### config.mk
export PLATFORM = sky130hd
export DESIGN_NAME = pu_msp430_mac_sequencer
export DESIGN_NICKNAME = d
export VERILOG_FILES = /design/src/rtl/pu_msp430_mac_sequencer_pkg.sv /design/src/rtl/pu_msp430_mac_sequencer_per_access.sv /design/src/rtl/pu_msp430_mac_sequencer.sv
export SDC_FILE = /design/constraint.sdc
export NUM_CORES = 1
export LEC_CHECK = 0
export ABC_AREA = 1
export CAP_MARGIN = 5
export CORE_MARGIN = 5
export CORE_UTILIZATION = 44
export CTS_CLUSTER_SIZE = 30
export DETAILED_ROUTE_END_ITERATION = 10
export PLACE_DENSITY = 0.81
export SETUP_SLACK_MARGIN = 0.1
export SYNTH_ARGS = -nofsm -noshare
export SYNTH_HDL_FRONTEND = slang
export SYNTH_SLANG_ARGS = --single-unit
export TNS_END_PERCENT = 5
### constraint.sdc
create_clock -name mclk -period 1.77 [get_ports mclk]
set_input_delay 0.4425 -clock mclk [delete_from_list [all_inputs] [get_ports mclk]]
set_output_delay 0.4425 -clock mclk [all_outputs]
set_load 0.01 [all_outputs]
### src/rtl/pu_msp430_mac_sequencer_pkg.sv
// Shared types and register map for the MSP430 multiplier sequencer.
package pu_msp430_mac_seq_pkg;

  typedef enum logic [3:0] {
    ST_IDLE, ST_CLR_LO, ST_CLR_HI, ST_WR_OP1, ST_WR_OP2,
    ST_WAIT, ST_RD_LO, ST_RD_HI, ST_RD_EXT, ST_RESP
  } state_e;

  typedef enum logic [1:0] {MODE_MPY, MODE_MPYS, MODE_MAC, MODE_MACS} mode_e;

  localparam logic [2:0] OFF_OP1_MPY  = 3'd0;
  localparam logic [2:0] OFF_OP1_MPYS = 3'd1;
  localparam logic [2:0] OFF_OP1_MAC  = 3'd2;
  localparam logic [2:0] OFF_OP1_MACS = 3'd3;
  localparam logic [2:0] OFF_OP2      = 3'd4;
  localparam logic [2:0] OFF_RESLO    = 3'd5;
  localparam logic [2:0] OFF_RESHI    = 3'd6;
  localparam logic [2:0] OFF_SUMEXT   = 3'd7;

  localparam logic [1:0] ACC_WR = 2'b11;
  localparam logic [1:0] ACC_RD = 2'b00;

  // The four OP1 aliases are laid out in mode order, so the mode selects the alias.
  function automatic logic [2:0] op1_offset(input mode_e m);
    return OFF_OP1_MPY + {1'b0, m};
  endfunction

endpackage

### src/rtl/pu_msp430_mac_sequencer_per_access.sv
// Peripheral bus driver: maps one access request to per_* and captures read data.
// MAC_SEQ_SUMEXT_EN enables capture of the SUMEXT readback.
module pu_msp430_per_access
  import pu_msp430_mac_seq_pkg::*;
#(
  parameter logic [14:0] BASE_ADDR = 15'h0130
) (
  input  logic        mclk,
  input  logic        puc_rst_n,
  input  logic        acc_en_i,
  input  logic [1:0]  acc_type_i,
  input  logic [2:0]  acc_off_i,
  input  logic [15:0] acc_data_i,
  output logic [13:0] per_addr_o,
  output logic [15:0] per_din_o,
  output logic        per_en_o,
  output logic [1:0]  per_we_o,
  input  logic [15:0] per_dout_i,
  output logic [15:0] res_lo_o,
  output logic [15:0] res_hi_o,
  output logic [15:0] sumext_o
);

  logic        rd;
  logic [15:0] res_lo_q;
  logic [15:0] res_hi_q;

  assign rd         = acc_en_i && (acc_type_i == ACC_RD);
  assign per_en_o   = acc_en_i;
  assign per_we_o   = acc_en_i ? acc_type_i : 2'b00;
  assign per_addr_o = acc_en_i ? (BASE_ADDR[14:1] + 14'(acc_off_i)) : 14'h0;
  assign per_din_o  = (acc_en_i && (acc_type_i == ACC_WR)) ? acc_data_i : 16'h0;

  always_ff @(posedge mclk or negedge puc_rst_n) begin
    if (!puc_rst_n) begin
      res_lo_q <= '0;
      res_hi_q <= '0;
    end else begin
      if (rd && (acc_off_i == OFF_RESLO)) res_lo_q <= per_dout_i;
      if (rd && (acc_off_i == OFF_RESHI)) res_hi_q <= per_dout_i;
    end
  end

  assign res_lo_o = res_lo_q;
  assign res_hi_o = res_hi_q;

`ifdef MAC_SEQ_SUMEXT_EN
  logic [15:0] sumext_q;

  always_ff @(posedge mclk or negedge puc_rst_n) begin
    if (!puc_rst_n)                             sumext_q <= '0;
    else if (rd && (acc_off_i == OFF_SUMEXT))   sumext_q <= per_dout_i;
  end

  assign sumext_o = sumext_q;
`else
  assign sumext_o = 16'h0000;
`endif

endmodule

### src/rtl/pu_msp430_mac_sequencer.sv
// Bus initiator that runs one multiply/accumulate on the MSP430 hardware multiplier per command.
// MAC_SEQ_SUMEXT_EN adds a SUMEXT readback state before the response.
//
// state     | meaning
// IDLE      | ready for a command
// CLR_LO/HI | zero RESLO / RESHI (MAC/MACS with clear)
// WR_OP1    | write op1 to the mode-specific OP1 alias
// WR_OP2    | write op2, starts the multiply
// WAIT      | WAIT_CYC idle cycles for the product to settle
// RD_LO/HI  | read RESLO / RESHI
// RD_EXT    | read SUMEXT (feature builds only)
// RESP      | hold result until rsp_ready
module pu_msp430_mac_sequencer
  import pu_msp430_mac_seq_pkg::*;
#(
  parameter logic [14:0] BASE_ADDR = 15'h0130,
  parameter int unsigned WAIT_CYC  = 1
) (
  input  logic        mclk,
  input  logic        puc_rst_n,
  input  logic        cmd_valid,
  output logic        cmd_ready,
  input  logic [1:0]  cmd_mode,
  input  logic        cmd_clr_acc,
  input  logic [15:0] cmd_op1,
  input  logic [15:0] cmd_op2,
  output logic        rsp_valid,
  input  logic        rsp_ready,
  output logic [31:0] rsp_result,
  output logic [15:0] rsp_sumext,
  output logic        busy,
  output logic [13:0] per_addr,
  output logic [15:0] per_din,
  output logic        per_en,
  output logic [1:0]  per_we,
  input  logic [15:0] per_dout
);

  localparam logic [2:0] WAIT_LD = (WAIT_CYC == 0) ? 3'd0 : 3'(WAIT_CYC - 1);

  state_e      state_q, state_d;
  mode_e       mode_q;
  logic [15:0] op1_q, op2_q;
  logic [2:0]  cnt_q, cnt_d;
  logic        rdy_q;
  logic        accept;

  logic        acc_en;
  logic [1:0]  acc_type;
  logic [2:0]  acc_off;
  logic [15:0] acc_data;
  logic [15:0] res_lo, res_hi;

  assign accept = cmd_valid && rdy_q;

  always_comb begin
    state_d = state_q;
    cnt_d   = cnt_q;
    case (state_q)
      ST_IDLE:   if (accept) state_d = (cmd_clr_acc && cmd_mode[1]) ? ST_CLR_LO : ST_WR_OP1;
      ST_CLR_LO: state_d = ST_CLR_HI;
      ST_CLR_HI: state_d = ST_WR_OP1;
      ST_WR_OP1: state_d = ST_WR_OP2;
      ST_WR_OP2: begin
        if (WAIT_CYC == 0) begin
          state_d = ST_RD_LO;
        end else begin
          state_d = ST_WAIT;
          cnt_d   = WAIT_LD;
        end
      end
      ST_WAIT: begin
        if (cnt_q == 3'd0) state_d = ST_RD_LO;
        else               cnt_d   = cnt_q - 3'd1;
      end
      ST_RD_LO:  state_d = ST_RD_HI;
`ifdef MAC_SEQ_SUMEXT_EN
      ST_RD_HI:  state_d = ST_RD_EXT;
      ST_RD_EXT: state_d = ST_RESP;
`else
      ST_RD_HI:  state_d = ST_RESP;
`endif
      ST_RESP:   if (rsp_ready) state_d = ST_IDLE;
      default:   state_d = ST_IDLE;
    endcase
  end

  always_ff @(posedge mclk or negedge puc_rst_n) begin
    if (!puc_rst_n) begin
      state_q <= ST_IDLE;
      mode_q  <= MODE_MPY;
      op1_q   <= '0;
      op2_q   <= '0;
      cnt_q   <= '0;
      rdy_q   <= 1'b0;
    end else begin
      state_q <= state_d;
      cnt_q   <= cnt_d;
      rdy_q   <= (state_d == ST_IDLE);
      if (accept) begin
        mode_q <= mode_e'(cmd_mode);
        op1_q  <= cmd_op1;
        op2_q  <= cmd_op2;
      end
    end
  end

  always_comb begin
    acc_en   = 1'b0;
    acc_type = ACC_RD;
    acc_off  = OFF_OP2;
    acc_data = 16'h0;
    case (state_q)
      ST_CLR_LO: begin acc_en = 1'b1; acc_type = ACC_WR; acc_off = OFF_RESLO; end
      ST_CLR_HI: begin acc_en = 1'b1; acc_type = ACC_WR; acc_off = OFF_RESHI; end
      ST_WR_OP1: begin acc_en = 1'b1; acc_type = ACC_WR; acc_off = op1_offset(mode_q); acc_data = op1_q; end
      ST_WR_OP2: begin acc_en = 1'b1; acc_type = ACC_WR; acc_off = OFF_OP2; acc_data = op2_q; end
      ST_RD_LO:  begin acc_en = 1'b1; acc_off = OFF_RESLO; end
      ST_RD_HI:  begin acc_en = 1'b1; acc_off = OFF_RESHI; end
`ifdef MAC_SEQ_SUMEXT_EN
      ST_RD_EXT: begin acc_en = 1'b1; acc_off = OFF_SUMEXT; end
`endif
      default:   acc_en = 1'b0;
    endcase
  end

  pu_msp430_per_access #(.BASE_ADDR(BASE_ADDR)) u_per_access (
    .mclk       (mclk),
    .puc_rst_n  (puc_rst_n),
    .acc_en_i   (acc_en),
    .acc_type_i (acc_type),
    .acc_off_i  (acc_off),
    .acc_data_i (acc_data),
    .per_addr_o (per_addr),
    .per_din_o  (per_din),
    .per_en_o   (per_en),
    .per_we_o   (per_we),
    .per_dout_i (per_dout),
    .res_lo_o   (res_lo),
    .res_hi_o   (res_hi),
    .sumext_o   (rsp_sumext)
  );

  assign cmd_ready  = rdy_q;
  assign busy       = (state_q != ST_IDLE);
  assign rsp_valid  = (state_q == ST_RESP);
  assign rsp_result = {res_hi, res_lo};

endmodule

==> reports/results.ini, run 1 <==
[run_status]
outcome = finished, violations left
failed_checks = setup timing

[die]
die_area_sq_mm = 0.0100
die_w_um = 100
die_y_um = 100
rows = 32
ios = 139
start_util = 0.458
core_area_sq_mm = 0.00781

[clocking]
clock_sink_count = 74
cts.clk_slew.worst_paths_ps = 80
cts-root-buf = clkbuf_8
cts_buffers = 9
tritoncts = yes
cts-htree-levels = 3
clk_path_buf_depth = 2
clk_latency_ps = 340

[critical_path]
cp_common_cell = buf_6
cp-start-kind = flop
arrival_ps = 1520
slowest_delay_ps = 450
rrSetupSlack_ps = 170
crit_slowest_cell = dfrtp_2
worstPathRequired_ps = 1330
worstPathCellList = nor2_4 > buf_6 > buf_6 > nand3_2 > o211ai_1 > buf_2
critical_path_buf_inv_count = 3
critPathTopFamily = flip-flops
critical_path_peak_fanout = 3
worstSetupPathType = flop to output port
critPathCaptureType = output port

[global_routing]
grt_pass1_wl_um = 14600
track_usage = 0.183
antenna_found_initial = 0
grt_start_max_net_pins = 37
grt_pass1_vias = 2970
grt_overflow = 0

[pwr]
cellLeakagePower_nw = 2.60
power_density_mw_per_mm2 = 1800
ir_drop_mv = 0.872

[synth]
ys_seq_area_frac = 0.517
netlist_instances = 349
synth_fa_ha_area_frac = 0.00699
synth_top_family_by_area = simple AND/OR/NAND/NOR gates
synth_mux_area_frac = 0.107
synth.area.top_cells = dfrtp_1 (52%), mux2_2 (11%), nand2_1 (6.7%)
synth_xor_area_frac = 0.00245
synth_edf_count = 0
yosysTopAreaCell = dfrtp_1
yosys_register_bits = 74
synth_top_area_frac = 0.517
syn_area_sq_mm = 0.00358
synth_warnings = 0
synth_compound_area_frac = 0.0731
synthSimpleGateAreaFrac = 0.167
synth_most_common_cell = dfrtp_1
async_reset_ff_frac = 1.00
avgSynthCellArea_sq_um = 10.3
synthDistinctLibCells = 26
synth_ff_type = dfrtp_1
synth_common_cells = dfrtp_1 (74), nand2_1 (64), nand3_1 (39), mux2_2 (34), buf_4 (31)

[timing]
rsz0062_at_grt = yes
min_period_ps = 1970
maxSlewViolCount = 0
layout_setup_ws_ps = -195
finalHoldViolations = 0
fin_crit_sh = 1.11
setup_violations = 27
skew_ps = 9.59
fmax_mhz = 509

[run]
cap_viol_max_count = 0

[cells_and_area]
drive_above_1_share = 0.315
diodes = 0
syn2layout_area_growth_pct = 44.0
fin_nets = 541
post-route-util = 0.660

[route]
drcViolationCount = 0
avgViaCountPerCell = 4.74
ant_nets = 0
firstDrtPassIters = 4
via_count = 2802
wirelength_um = 8880
drt_iter0_markers = 75
routedWlPerCell_um = 15.0

[placement]
post-dp-hpwl_um = 6410
port_buffers = 114
pre_cts_ws_ps = -233
place.gp.congestion = 0.856

[hold_path]
hp-class = flop to flop

-- per-stage QoR --
| stage | TNS (ps) | power, mW | hold WS (ps) | cell area (sq um) | std cells |
|---|---|---|---|---|---|
| floorplan | 0 | 5.50 | 147 | 3660 | 372 |
| global placement | -4390 | 7.55 | 371 | 4810 | 566 |
| detailed placement | -5340 | 7.69 | 374 | 4810 | 566 |
| CTS | -3950 | 9.13 | 482 | 5060 | 591 |
| global route | -5860 | 9.96 | 494 | 5150 | 591 |
| finish | -3700 | 9.29 | 476 | 5150 | 591 |
-- sequential cells by signal (all words and copies together) (netlist names) --
| name | flops |
|---|---|
| op1_q | 16 |
| op2_q | 16 |
| u_per_access.res_hi_o | 16 |
| u_per_access.res_lo_o | 16 |
| state_q | 4 |
| cnt_q | 3 |
| mode_q | 2 |
| cmd_ready | 1 |
-- what timing repair did --
action,CTS,global route
hold buffers,1,0
resized for setup,158,22
endpoints found under the setup margin,60,29
pin swaps,6,6
endpoints found under the hold margin,6,0
gates cloned,1,0
setup buffers,7,0
-- cell families (layout without fill, tap and decap cells) --
kind of cell	count (synthesis)	after routing
compound gates	40	40
xor+xnor	1	1
fa+ha+maj	2	2
buf+inv	71	188
flops	74	74
mux	34	34
other cells	1	24
simple gates	126	126
-- path summary, 6_finish.rpt --
path / start / to / depth (start not counted)
worst max-delay path: state_q[2]$_DFF_PN0_ / per_addr[0] / 6
worst min-delay path: u_per_access.res_lo_o[4]$_DFFE_PN0P_ / u_per_access.res_lo_o[4]$_DFFE_PN0P_ / 2
worst max register to register: state_q[2]$_DFF_PN0_ / cmd_ready$_DFF_PN0_ / 10
worst min register to register: u_per_access.res_lo_o[4]$_DFFE_PN0P_ / u_per_access.res_lo_o[4]$_DFFE_PN0P_ / 2
max in group asynchronous: puc_rst_n / op2_q[6]$_DFFE_PN0P_ / 3
min in group asynchronous: puc_rst_n / cnt_q[0]$_DFFE_PN0P_ / 2
-- report_power, final --
part | internal, mW | switching (mW) | total (mW)
Sequential | 2.54 | 0.488 | 3.03
Combinational | 2.36 | 2.29 | 4.65
Clock | 1.01 | 0.602 | 1.62
Total | 5.91 | 3.38 | 9.29
-- cell type report --
| type | instances | area (sq um) |
|---|---|---|
| clock buffers | 12 | 155 |
| inverters | 27 | 101 |
| fillers | 635 | 2650 |
| clock inverters | 4 | 97.6 |
| well taps | 102 | 128 |
| flip-flops and latches | 74 | 1860 |
| repair buffers | 145 | 1390 |
| multi-input cells | 227 | 1420 |
-- cells in the final DEF (no fill, tap or decap), types with 2 or more instances in the layout --
master / n
buf_12: 7
buf_2: 19
buf_4: 13
buf_6: 16
bufinv_16: 3
clkbuf_8: 11
clkdlybuf4s15_2: 2
clkdlybuf4s50_1: 53
conb_1: 24
dfrtp_1: 70
dfrtp_2: 4
dlygate4sd2_1: 33
ha_1: 2
inv_1: 24
inv_2: 3
mux2_2: 34
nand2_1: 60
nand2_2: 5
nand2_4: 6
nand3_1: 33
nand3_2: 7
nor2_1: 7
nor2_2: 3
nor2_4: 3
o21ai_0: 18
o21ai_1: 4
o21ai_2: 16
-- routing by layer --
| layer | global-route usage | vias to the layer above | wire [um] |
|---|---|---|---|
| met3 | 0.0702 | 14 | 864 |
| met1 | 0.207 | 1312 | 3510 |
| met2 | 0.315 | 116 | 4380 |
| met4 | 0.0611 | 0 | 121 |
| met5 | 0 | - | 0 |
| li1 | - | 1360 | - |
-- worst min-delay path, stage by stage (launching register included) --
cell,delay (ps)
dfrtp_1,340
nand2_1,60
o21ai_2,50
No activity file was read; power rests on OpenSTA's default activity.
==> run 2, diff against run 1 <==
Settings changed: CORE_MARGIN 5 to 4.
==> run 2 against run 1 <==
Against the previous run:
- the flow still finishes with violations (setup timing)
- power down 0.46%
- via count up 0.93%
- register-to-register slack better by 40 ps
- clock skew down 2.7 ps
- sequential cell count unchanged
- first-iteration DRC count up 31%
- combinational power up 5.6%
- largest power group unchanged
- highest routed layer unchanged
==> reports/results.ini, run 2 (same netlist as run 1, synthesis figures left out) <==
[run_status]
outcome = finished, violations left
failed_checks = setup timing

[global_routing]
track_usage = 0.188  ; +0.00565
antenna_found_initial = 0  ; unchanged
grt_pass1_wl_um = 14600  ; +0.34%
grt_start_max_net_pins = 75  ; +100%
grt_overflow = 0  ; unchanged
grt_pass1_vias = 2978  ; +0.27%

[route]
drt_iter0_markers = 98  ; +31%
avgViaCountPerCell = 4.77  ; +0.59%
routedWlPerCell_um = 15.1  ; +0.31%
firstDrtPassIters = 4  ; unchanged
via_count = 2828  ; +0.93%
wirelength_um = 8940  ; +0.65%
ant_nets = 0  ; unchanged
drcViolationCount = 0  ; unchanged

[clocking]
clk_latency_ps = 330  ; about the same
cts.clk_slew.worst_paths_ps = 70  ; about the same
cts-root-buf = clkbuf_8
cts_buffers = 9  ; unchanged
clk_path_buf_depth = 2  ; unchanged
tritoncts = yes
cts-htree-levels = 3  ; unchanged
clock_sink_count = 74  ; unchanged

[cells_and_area]
post-route-util = 0.668  ; +0.00817
final_cell_area_sq_mm = 0.00522  ; +1.2%
drive_above_1_share = 0.348  ; +0.0333
seq_area_sq_mm = 0.00185  ; -0.20%
layout_commonest_cell = dfrtp_1
fin_nets = 545  ; +0.74%
final_cell_mix = dfrtp_1 (73), nand2_1 (60), clkdlybuf4s50_1 (53)
multi_input_area_sq_mm = 0.00151  ; +5.9%
diodes = 0  ; unchanged
n_fill_cell = 626  ; -1.4%
syn2layout_area_growth_pct = 45.8

[pwr]
cellLeakagePower_nw = 2.62  ; +0.61%
power_density_mw_per_mm2 = 1770  ; -1.7%
ir_drop_mv = 0.850  ; -2.6%
p_total_mw = 9.25  ; -0.46%

[placement]
port_buffers = 114  ; unchanged
place_area_sq_mm = 0.00481  ; -0.16%
post-dp-hpwl_um = 6130  ; -4.4%
place.gp.congestion = 0.782  ; -8.6%
pre_cts_ws_ps = -259  ; -25.6 ps

[timing]
fin_crit_sh = 1.16  ; +0.0476
maxSlewViolCount = 0  ; unchanged
skew_ps = 6.85  ; -2.73 ps
min_period_ps = 2050  ; +84.3 ps
rsz0062_at_grt = yes
finalHoldViolations = 0  ; unchanged
layout_setup_ws_ps = -279  ; -84.3 ps
setup_violations = 27  ; unchanged
fmax_mhz = 488  ; -4.1%

[die]
die_area_sq_mm = 0.00964  ; -4.0%
ios = 139  ; unchanged
die_y_um = 98.2  ; -2.0%
start_util = 0.458  ; unchanged
core_area_sq_mm = 0.00781  ; unchanged
rows = 32  ; unchanged
die_w_um = 98.2  ; -2.0%

[critical_path]
worstPathCellList = buf_6 > nor2_4 > buf_6 > buf_8 > nand3_1 > nand2_2 > buf_6
cp_common_cell = buf_6
crit_slowest_cell = dfrtp_1
cp-start-kind = flop
worstSetupPathType = flop to output port
critPathCaptureType = output port
slowest_delay_ps = 420  ; -30 ps
critical_path_peak_fanout = 8  ; +5
arrival_ps = 1610  ; +90 ps
worstPathRequired_ps = 1330  ; about the same

[hold_path]
hp-class = input pin to async pin

[run]
cap_viol_max_count = 0  ; unchanged

-- run 2: cell types whose count changed in the layout (fill, tap and decap cells not counted), moves of 3 or more --
cell / change
buf_4: +3
buf_6: -4
nand3_1: -14
nand3_2: +14
dfrtp_1: +3
buf_2: +4
dfrtp_2: -3
-- run 2: worst paths after layout --
kind	start	endpoint	slack (ps)	cells past startpoint
min reg2reg	cnt_q[0]$_DFFE_PN0P_	cnt_q[0]$_DFFE_PN0P_	480	1
max reg2reg	state_q[1]$_DFF_PN0_	cmd_ready$_DFF_PN0_	210	9
max in group asynchronous	puc_rst_n	state_q[3]$_DFF_PN0_	1330	2
min	puc_rst_n	u_per_access.res_hi_o[12]$_DFFE_PN0P_	110	2
max	state_q[2]$_DFF_PN0_	per_din[14]	-280	7
min in group mclk	cnt_q[0]$_DFFE_PN0P_	cnt_q[0]$_DFFE_PN0P_	480	1
-- run 2: area by class of cell --
| type | instances | area share |
|---|---|---|
| Inverter | 27 | 0.0199 |
| Multi-Input combinational cell | 227 | 0.289 |
| Tap cell | 102 | 0.0245 |
| Clock buffer | 11 | 0.0290 |
| Clock inverter | 3 | 0.00767 |
| Timing Repair Buffer | 149 | 0.275 |
| Sequential cell | 74 | 0.355 |
-- run 2: repair_timing --
action,CTS,global route
endpoints found under the setup margin,61,29
gates cloned,3,0
pin swaps,12,20
hold buffers,0,0
buffers inserted,11,1
gates resized for setup,176,22
hold endpoints to repair,0,0
-- run 2: metal layers --
metal / track usage / wire length [um] / share of wire / vias to the layer above
met5: 0 / 0 / 0 / -
met4: 0.0588 / 108 / 0.012 / 0
met3: 0.0686 / 799 / 0.089 / 11
met2: 0.324 / 4580 / 0.51 / 112
met1: 0.220 / 3450 / 0.39 / 1343
li1: - / - / - / 1362
-- run 2: where the power goes --
part / internal (mW) / leakage, nW / switching [mW]
sequential: 2.54 / 0.895 / 0.522
clock: 0.708 / 0.101 / 0.575
combinational: 2.48 / 1.62 / 2.42
-- run 2: worst max-delay path, delay by kind of cell, from the launching register on --
family | cells | cell delay, ps
buffers and inverters | 4 | 470
DFF | 1 | 420
and+or+nand+nor | 3 | 370
-- run 2: metrics by stage --
step,hold slack (ps),setup TNS (ps),instances
6_report,111,-5590,593
3_5_place_dp,468,-5010,565
2_1_floorplan,147,0,372
5_1_grt,131,-8390,593
3_3_place_gp,466,-4450,565
4_1_cts,122,-6350,593
